--- src/rtl/ula_controlador_if.sv ---
// Bundles the request/result handshake and the ULA-side bus of ula_controlador.
// The controller uses the slave modport; the requester/ULA side uses master.
interface ula_controlador_if #(
    parameter int CONT_LARGURA = 8
);
    logic                    Inicio_in;
    logic [7:0]              A_in;
    logic [7:0]              B_in;
    logic                    C_in;
    logic [2:0]              Operacao_in;
    logic                    Usa_Acumulador_in;
    logic                    Ack_in;

    logic [7:0]              ULA_A_out;
    logic [7:0]              ULA_B_out;
    logic                    ULA_C_out;
    logic [2:0]              ULA_Operacao_out;
    logic [7:0]              ULA_Saida_in;
    logic [2:0]              ULA_Flags_in;

    logic                    Pronto_out;
    logic [7:0]              Resultado_out;
    logic [2:0]              Flags_out;
    logic                    Valido_out;
    logic                    Erro_out;
    logic [CONT_LARGURA-1:0] Contador_Ops_out;

    modport slave (
        input  Inicio_in, A_in, B_in, C_in, Operacao_in, Usa_Acumulador_in, Ack_in,
        input  ULA_Saida_in, ULA_Flags_in,
        output ULA_A_out, ULA_B_out, ULA_C_out, ULA_Operacao_out,
        output Pronto_out, Resultado_out, Flags_out, Valido_out, Erro_out, Contador_Ops_out
    );

    modport master (
        output Inicio_in, A_in, B_in, C_in, Operacao_in, Usa_Acumulador_in, Ack_in,
        output ULA_Saida_in, ULA_Flags_in,
        input  ULA_A_out, ULA_B_out, ULA_C_out, ULA_Operacao_out,
        input  Pronto_out, Resultado_out, Flags_out, Valido_out, Erro_out, Contador_Ops_out
    );
endinterface

--- src/rtl/ula_controlador.sv ---
// Sequencer for an external 8-bit ULA: latches a request, holds the ULA inputs for
// LATENCIA cycles, captures result/flags and holds them until acknowledged.
module ula_controlador #(
    parameter int LATENCIA     = 2,
    parameter int CONT_LARGURA = 8
) (
    input  logic             Clock_in,
    input  logic             Reset_n_in,
    ula_controlador_if.slave bus
);
    typedef enum logic [2:0] {
        OCIOSO,
        ESPERA,
        CAPTURA,
        CONCLUIDO,
        ERRO
    } estado_t;

    localparam logic [3:0] ESPERA_INICIAL = 4'(LATENCIA - 1);
    localparam logic [2:0] FLAG_ERRO      = 3'b100;

    estado_t                 estado_q, estado_d;
    logic [3:0]              espera_q, espera_d;
    logic [7:0]              ula_a_q, ula_a_d;
    logic [7:0]              ula_b_q, ula_b_d;
    logic                    ula_c_q, ula_c_d;
    logic [2:0]              ula_op_q, ula_op_d;
    logic [7:0]              resultado_q, resultado_d;
    logic [2:0]              flags_q, flags_d;
    logic [7:0]              acc_q, acc_d;
    logic [CONT_LARGURA-1:0] cont_q, cont_d;

    always_ff @(posedge Clock_in or negedge Reset_n_in) begin
        if (!Reset_n_in) begin
            estado_q    <= OCIOSO;
            espera_q    <= '0;
            ula_a_q     <= '0;
            ula_b_q     <= '0;
            ula_c_q     <= 1'b0;
            ula_op_q    <= '0;
            resultado_q <= '0;
            flags_q     <= '0;
            acc_q       <= '0;
            cont_q      <= '0;
        end else begin
            estado_q    <= estado_d;
            espera_q    <= espera_d;
            ula_a_q     <= ula_a_d;
            ula_b_q     <= ula_b_d;
            ula_c_q     <= ula_c_d;
            ula_op_q    <= ula_op_d;
            resultado_q <= resultado_d;
            flags_q     <= flags_d;
            acc_q       <= acc_d;
            cont_q      <= cont_d;
        end
    end

    always_comb begin
        estado_d    = estado_q;
        espera_d    = espera_q;
        ula_a_d     = ula_a_q;
        ula_b_d     = ula_b_q;
        ula_c_d     = ula_c_q;
        ula_op_d    = ula_op_q;
        resultado_d = resultado_q;
        flags_d     = flags_q;
        acc_d       = acc_q;
        cont_d      = cont_q;

        case (estado_q)
            OCIOSO: begin
                if (bus.Inicio_in) begin
                    ula_a_d  = bus.Usa_Acumulador_in ? acc_q : bus.A_in;
                    ula_b_d  = bus.B_in;
                    ula_c_d  = bus.C_in;
                    ula_op_d = bus.Operacao_in;
                    espera_d = ESPERA_INICIAL;
                    estado_d = ESPERA;
                end
            end
            ESPERA: begin
                if (espera_q == 4'd0) begin
                    estado_d = CAPTURA;
                end else begin
                    espera_d = espera_q - 4'd1;
                end
            end
            CAPTURA: begin
                resultado_d = bus.ULA_Saida_in;
                flags_d     = bus.ULA_Flags_in;
                // An errored operation leaves accumulator and op count untouched.
                if (bus.ULA_Flags_in == FLAG_ERRO) begin
                    estado_d = ERRO;
                end else begin
                    acc_d    = bus.ULA_Saida_in;
                    cont_d   = cont_q + CONT_LARGURA'(1);
                    estado_d = CONCLUIDO;
                end
            end
            CONCLUIDO: begin
                if (bus.Ack_in) estado_d = OCIOSO;
            end
            ERRO: begin
                if (bus.Ack_in) estado_d = OCIOSO;
            end
            default: estado_d = OCIOSO;
        endcase
    end

    assign bus.ULA_A_out        = ula_a_q;
    assign bus.ULA_B_out        = ula_b_q;
    assign bus.ULA_C_out        = ula_c_q;
    assign bus.ULA_Operacao_out = ula_op_q;
    assign bus.Resultado_out    = resultado_q;
    assign bus.Flags_out        = flags_q;
    assign bus.Contador_Ops_out = cont_q;
    assign bus.Pronto_out       = (estado_q == OCIOSO);
    assign bus.Valido_out       = (estado_q == CONCLUIDO);
    assign bus.Erro_out         = (estado_q == ERRO);
endmodule

--- src/flat_wrapper.sv ---
// flat-port wrapper written by rule: the top's interface ports become plain ports
module ula_controlador_flat 
#(
    parameter int LATENCIA     = 2,
    parameter int CONT_LARGURA = 8
)
  (Clock_in, Reset_n_in, bus_Inicio_in, bus_A_in, bus_B_in, bus_C_in, bus_Operacao_in, bus_Usa_Acumulador_in, bus_Ack_in, bus_ULA_Saida_in, bus_ULA_Flags_in, bus_ULA_A_out, bus_ULA_B_out, bus_ULA_C_out, bus_ULA_Operacao_out, bus_Pronto_out, bus_Resultado_out, bus_Flags_out, bus_Valido_out, bus_Erro_out, bus_Contador_Ops_out);
  ula_controlador_if #(.CONT_LARGURA(CONT_LARGURA)) bus_i ();
  input  logic Clock_in;
  input  logic Reset_n_in;
  input wire logic [$bits(bus_i.Inicio_in)-1:0] bus_Inicio_in;
  input wire logic [$bits(bus_i.A_in)-1:0] bus_A_in;
  input wire logic [$bits(bus_i.B_in)-1:0] bus_B_in;
  input wire logic [$bits(bus_i.C_in)-1:0] bus_C_in;
  input wire logic [$bits(bus_i.Operacao_in)-1:0] bus_Operacao_in;
  input wire logic [$bits(bus_i.Usa_Acumulador_in)-1:0] bus_Usa_Acumulador_in;
  input wire logic [$bits(bus_i.Ack_in)-1:0] bus_Ack_in;
  input wire logic [$bits(bus_i.ULA_Saida_in)-1:0] bus_ULA_Saida_in;
  input wire logic [$bits(bus_i.ULA_Flags_in)-1:0] bus_ULA_Flags_in;
  output wire logic [$bits(bus_i.ULA_A_out)-1:0] bus_ULA_A_out;
  output wire logic [$bits(bus_i.ULA_B_out)-1:0] bus_ULA_B_out;
  output wire logic [$bits(bus_i.ULA_C_out)-1:0] bus_ULA_C_out;
  output wire logic [$bits(bus_i.ULA_Operacao_out)-1:0] bus_ULA_Operacao_out;
  output wire logic [$bits(bus_i.Pronto_out)-1:0] bus_Pronto_out;
  output wire logic [$bits(bus_i.Resultado_out)-1:0] bus_Resultado_out;
  output wire logic [$bits(bus_i.Flags_out)-1:0] bus_Flags_out;
  output wire logic [$bits(bus_i.Valido_out)-1:0] bus_Valido_out;
  output wire logic [$bits(bus_i.Erro_out)-1:0] bus_Erro_out;
  output wire logic [$bits(bus_i.Contador_Ops_out)-1:0] bus_Contador_Ops_out;
  assign bus_i.Inicio_in = bus_Inicio_in;
  assign bus_i.A_in = bus_A_in;
  assign bus_i.B_in = bus_B_in;
  assign bus_i.C_in = bus_C_in;
  assign bus_i.Operacao_in = bus_Operacao_in;
  assign bus_i.Usa_Acumulador_in = bus_Usa_Acumulador_in;
  assign bus_i.Ack_in = bus_Ack_in;
  assign bus_i.ULA_Saida_in = bus_ULA_Saida_in;
  assign bus_i.ULA_Flags_in = bus_ULA_Flags_in;
  assign bus_ULA_A_out = bus_i.ULA_A_out;
  assign bus_ULA_B_out = bus_i.ULA_B_out;
  assign bus_ULA_C_out = bus_i.ULA_C_out;
  assign bus_ULA_Operacao_out = bus_i.ULA_Operacao_out;
  assign bus_Pronto_out = bus_i.Pronto_out;
  assign bus_Resultado_out = bus_i.Resultado_out;
  assign bus_Flags_out = bus_i.Flags_out;
  assign bus_Valido_out = bus_i.Valido_out;
  assign bus_Erro_out = bus_i.Erro_out;
  assign bus_Contador_Ops_out = bus_i.Contador_Ops_out;
  ula_controlador #(.LATENCIA(LATENCIA), .CONT_LARGURA(CONT_LARGURA)) u_core (.Clock_in(Clock_in), .Reset_n_in(Reset_n_in), .bus(bus_i));
endmodule
--- config.mk ---
export PLATFORM = sky130hd
export DESIGN_NAME = ula_controlador_flat
export DESIGN_NICKNAME = d
export VERILOG_FILES = /design/src/rtl/ula_controlador_if.sv /design/src/rtl/ula_controlador.sv /design/src/flat_wrapper.sv
export SDC_FILE = /design/constraint.sdc
export NUM_CORES = 1
export LEC_CHECK = 0
export ABC_AREA = 1
export CORE_ASPECT_RATIO = 1.25
export CORE_UTILIZATION = 45
export DETAILED_ROUTE_END_ITERATION = 7
export HOLD_SLACK_MARGIN = 0.12
export PLACE_DENSITY = 0.76
export SKIP_CTS_REPAIR_TIMING = 1
export SLEW_MARGIN = 20
export SYNTH_ARGS = -nofsm -noshare
export SYNTH_HDL_FRONTEND = slang
export SYNTH_SLANG_ARGS = --single-unit
export TNS_END_PERCENT = 30
--- constraint.sdc ---
create_clock -name Clock_in -period 2.7 [get_ports Clock_in]
set_input_delay 0.54 -clock Clock_in [delete_from_list [all_inputs] [get_ports Clock_in]]
set_output_delay 0.54 -clock Clock_in [all_outputs]
set_load 0.02 [all_outputs]
# Word-level counts from Yosys, hierarchy flattened
# Index checks and enable logic that the tools add are counted.
word_totals:
  elab_cells: 39
  output_inout_bits: 42
  reg_bits: 54
  inputBits: 36
op_classes:
  n_mux: 9
  n_reduce_logical: 8
  addsub: 2
  n_eq_ne: 9
  bitwise: 1
op_table:
  columns: ["op", "count"]
  rows:
  - ["$mux W3", 4]
  - ["$pmux W3 S4", 1]
  - ["$add A8 B1 Y8 const B", 1]
  - ["$mux W4", 2]
  - ["$mux W8", 1]
  - ["$pmux W4 S2", 1]
  - ["$eq A3 B2 Y1 const B", 2]
  - ["$eq A3 B3 Y1 const B", 2]
  - ["$reduce_and A3 Y1", 2]
  - ["$logic_not A4 Y1", 1]
  - ["$ne A2 B1 Y1 const B", 2]
  - ["$ne A2 B2 Y1 const B", 2]
  - ["$reduce_and A2 Y1", 2]
  - ["$sub A4 B1 Y4 const B", 1]
  - ["$eq A3 B1 Y1 const B", 1]
  - ["$logic_not A3 Y1", 1]
  - ["$reduce_bool A2 Y1", 1]
  - ["$reduce_or A2 Y1", 1]
  - ["$not A1 Y1", 1]

# Longest topological paths before layout
logic_depth:
  word_depth: 4
  depth_mapped: 8
  ltp_nobuf: 8

# Worst setup path before layout
# Ideal clock, no wire load.
synth_timing:
  path_kind: "reg-to-output"
  from: "register u_core.estado_q[1]"
  to: "output port bus_Erro_out"
  setup_slack_ns: 1.165
  arrival_ns: 0.995
  n_path_buf: 1
  required_ns: 2.160
  path_stages_with_launch: 3
  path_cell_list: "dfrtp_1 > buf_2 > nor3_1"
synth_via:
  elab_chain_len: 1
synth_lines:
  columns: ["element", "line", "rtl"]
  rows:
  - ["start: declaration", "ula_controlador.sv:22", "estado_t estado_q, estado_d;"]
  - ["start signal: assignment", "ula_controlador.sv:46", "estado_q <= estado_d;"]
  - ["$eq A3 B3 Y1", "ula_controlador.sv:120", "assign bus.Erro_out = (estado_q == ERRO);"]
  - ["end: declaration", "flat_wrapper.sv:28", "output wire logic [$bits(bus_i.Erro_out)-1:0] bus_Erro_out;"]
# Every way passes these cells.

# Final worst setup path
layout_timing:
  from: "register u_core.estado_q[2]"
  to: "output port bus_Pronto_out"
layout_via:
  elab_chain_len: 1
layout_lines:
  columns: ["element", "line", "rtl"]
  rows:
  - ["$logic_not A3 Y1", "ula_controlador.sv:118", "assign bus.Pronto_out = (estado_q == OCIOSO);"]
  - ["end: declaration", "flat_wrapper.sv:24", "output wire logic [$bits(bus_i.Pronto_out)-1:0] bus_Pronto_out;"]
# Every way passes these cells.

==> impl.org <==
** Cells and area
- Count of filler cells inserted in the layout :: 508
- Measured on the finished design, the core utilization comes to 0.6306.
- The count of cells in the finished layout, fillers not included, comes to between 400 and 500.
- Area taken by flip-flops and latches :: between 1000 and 1500 um^2
- The finished cells cover 3432 um^2.
- After the last flow step, the layout net total stands at 420.
- Of the cells placed in the final design, the portion with a size suffix greater than 1 is 0.07572.
- Commonest cells after routing, fill and taps aside :: 120 x sky130_fd_sc_hd__nand2_1, 76 x sky130_fd_sc_hd__clkdlybuf4s50_1, 54 x sky130_fd_sc_hd__dfrtp_1
- Antenna diode count :: 0
- Commonest non-fill, non-tap cell in the layout :: sky130_fd_sc_hd__nand2_1
- Synth-to-layout area growth :: 35.19%
- In the final layout, the multi-input gates occupy 953.4 um^2.

** Timing
- Counting I/O delays and the setup requirement, the final critical path takes roughly 2.3 ns.
- Final count of hold timing violations :: 0
- Hold is met by around 0.22 ns.
- Final Cycle Share :: 0.8337
- Layout Skew :: 0.007996 ns
- Relative slew margins :: 0.7092
- The total count of max-transition violations in the final report was 0.
- Maximum clock rate :: between 0.4 and 0.5 GHz
- In the post-route analysis, the smallest setup slack over all paths is about 0.45 ns.
- TNS Setup :: 0 ns
- Setup repair after global routing left no endpoint under its margin.
- Setup violations remaining at the end of the flow were counted as 0.
- Slew @ Worst Pin :: ~0.43 ns

** Critical path
- The worst setup path is captured at an output port.
- Crit path arrival time :: 1.71 ns
- Along the worst path, the maximum fanout reaches 5.
- STA classifies the critical path startpoint as a flip-flop.
- Data on the critical path is required at its endpoint by between 2 and 2.5 ns.
- Crit Path Category :: flip-flop to output port
- Length in cells of the worst reg-to-reg path :: 6

** Detailed routing
- After detailed routing, the total wire length is slightly above 5000 um.
- Via density :: approximately 4.7
- For this block, the via count after detailed routing is about 2100.
- In the final routed layout, each cell accounts on average for approximately 12 um.
- Number of DRC markers in iteration 0 :: around 160
- The count of nets left with antenna violations once routing finished came out at 0.
- The first detailed-routing pass ran for 4 iterations.
- Total DRC errors in the routed layout :: 0

** GRT
- Antenna violations before repair :: 0
- Global-route wire length before repair :: 8756 um
- The number of global-route vias before repair is 2013.
- Combined global-route utilization of all metal layers :: 0.1816
- Remaining global-route overflow :: 0
- Entering global routing, the biggest net connects 55 pins.

** Synthesis
- #FFs+latches synth :: between 50 and 60
- Flip-flop cell with the highest count after synthesis :: sky130_fd_sc_hd__dfrtp_1
- Post-synthesis cell type count :: 26
- By area the synthesized netlist is led by sky130_fd_sc_hd__dfrtp_1 53%, sky130_fd_sc_hd__nand2_1 18%, sky130_fd_sc_hd__inv_1 5.5%.
- Syn. warnings :: 0
- Mean post-synth cell area :: 8.269 um^2
- Summed over all instances, the cell type with the most area after synthesis is sky130_fd_sc_hd__dfrtp_1.
- Synth Cell Area :: 2539 um^2
- Count of flip-flops with a built-in enable after synthesis :: 0
- For this run, asynchronously set or reset flops after synthesis account for 1.000.
- Share of the yosys chip area belonging to registers :: 0.5323
- Proportion of netlist area held by the largest area contributor :: 0.5323
- The cell count after synthesis came out at 307.
- Syn nets :: roughly 350

** Pwr
- Pwr per Cell Area :: approximately 1100 nW/um^2
- Overall power consumption after layout is estimated at approximately 3.8 mW.
- Leak Pwr :: roughly 1.7 nW
- IR analysis of the VDD net gives a maximum drop of around 0.57 mV.

** Floorplanning
- Site row count :: 30
- Die footprint :: 5948 um^2
- Area of the placeable core :: roughly 5400 um^2
- From left edge to right edge, the die measures 69.18 um.
- For this configuration, the core starts out at a cell density of 0.4664.
- Top-level port count :: approximately 80
- Vertical extent of the die :: 85.98 um

** CTS
- Buffers inserted during clock tree synthesis total 5.
- Root Buffer Master :: sky130_fd_sc_hd__clkbuf_8
- Clock Pin Slew Worst Setup and Hold Paths :: ~0.1 ns
- Counting every sink on the clock net gives 54.
- # H-tree levels :: 2
- CTS tree :: built
- Maximum clock insertion buffer count :: 2
- Later-pin clock latency in the skew report :: approximately 0.30 ns

** Status
- The flow ran to the end, and the final reports show no timing, DRC or antenna violations.

** Placement
- In this run the cell area measured after placement is 3323 um^2.
- After detailed placement, the design holds a cell count of around 440.
- RD Place Congestion :: 0.8254
- Post-Place Worst Slack :: between 0.7 and 0.8 ns
- Input and output buffers added on the ports amount to 77.
- Detailed placer's ending HPWL :: ~3700 um

** Min path
- Path class of the lowest-slack min-delay path :: input port to asynchronous set/reset pin

** Flow run
- Across the run, the number of max-cap violations was 0.
[routing by layer]
metal  track usage  vias to the layer above  share of wire
met2        0.3001                       71           0.46
met1        0.2373                      939           0.48
met3       0.03760                        8          0.048
li1              -                     1096              -
met4       0.06494                        0          0.015
met5             0                        -              0
[synthesized netlist by cell type (2+ instances only)]
library cell               instances
sky130_fd_sc_hd__nand2_1         120
sky130_fd_sc_hd__xnor2_1           2
sky130_fd_sc_hd__nand3_1          11
sky130_fd_sc_hd__clkbuf_1          2
sky130_fd_sc_hd__buf_6             5
sky130_fd_sc_hd__nand4_1           5
sky130_fd_sc_hd__nor2_1           10
sky130_fd_sc_hd__ha_1              2
sky130_fd_sc_hd__nand2_2           2
sky130_fd_sc_hd__o21ai_1          11
sky130_fd_sc_hd__inv_2             2
sky130_fd_sc_hd__buf_2             2
sky130_fd_sc_hd__o21ai_0          22
sky130_fd_sc_hd__inv_1            37
sky130_fd_sc_hd__xor2_1            2
sky130_fd_sc_hd__dfrtp_1          54
sky130_fd_sc_hd__nor2_2            2
sky130_fd_sc_hd__o21ai_2           8
[layout make-up]
class	instances	share of cell area
inverters	40	0.04448
well taps	64	0.02333
multi-input cells	203	0.2778
clock buffers	5	0.02005
flip-flops and latches	54	0.3937
repair buffers	78	0.2289
clock inverters	3	0.01167
[kinds of logic (layout without fill, tap and decap cells)]
family | after synthesis | count (layout) | share of synthesized area
adders and majority gates | 2 | 2 | 0.009855
AOI/OAI and AO/OA | 42 | 42 | 0.09463
xor gates and xnor gates | 4 | 4 | 0.01380
and+or+nand+nor | 155 | 155 | 0.2573
DFF | 54 | 54 | 0.5323
buffers and inverters | 50 | 126 | 0.09217
[worst max-delay path: stages (launching register included)]
cell	delay, ns
sky130_fd_sc_hd__dfrtp_1	0.45
sky130_fd_sc_hd__inv_1	0.15
sky130_fd_sc_hd__nand2_1	0.06
sky130_fd_sc_hd__nor2_1	0.12
sky130_fd_sc_hd__clkdlybuf4s50_1	0.62
[state kept, by name, indices dropped and copies added, names as in the netlist]
register                     cells
u_core.acc_q                     8
u_core.estado_q                  3
u_core.bus.Contador_Ops_out      8
u_core.bus.ULA_Operacao_out      3
u_core.bus.ULA_B_out             8
u_core.espera_q                  4
u_core.bus.Resultado_out         8
u_core.bus.ULA_C_out             1
u_core.bus.Flags_out             3
u_core.bus.ULA_A_out             8
[power breakdown]
part / switching [mW] / internal, mW
Combinational: 1.08 / 0.832
Sequential: 0.238 / 1.16
Clock: 0.249 / 0.273
[final timing paths]
path                                                       end                      startpoint  slack [ns]
max in group asynchronous              u_core.bus.ULA_A_out[3]                      Reset_n_in        2.25
worst max register to register  u_core.bus.Contador_Ops_out[5]              u_core.estado_q[0]        1.06
worst max-delay path                            bus_Pronto_out              u_core.estado_q[2]        0.45
min in group Clock_in           u_core.bus.ULA_Operacao_out[1]  u_core.bus.ULA_Operacao_out[1]        0.47
worst min register to register  u_core.bus.ULA_Operacao_out[1]  u_core.bus.ULA_Operacao_out[1]        0.47
worst min-delay path                        u_core.espera_q[3]                      Reset_n_in        0.22
Note: power is estimated with default switching activity, not from simulation.
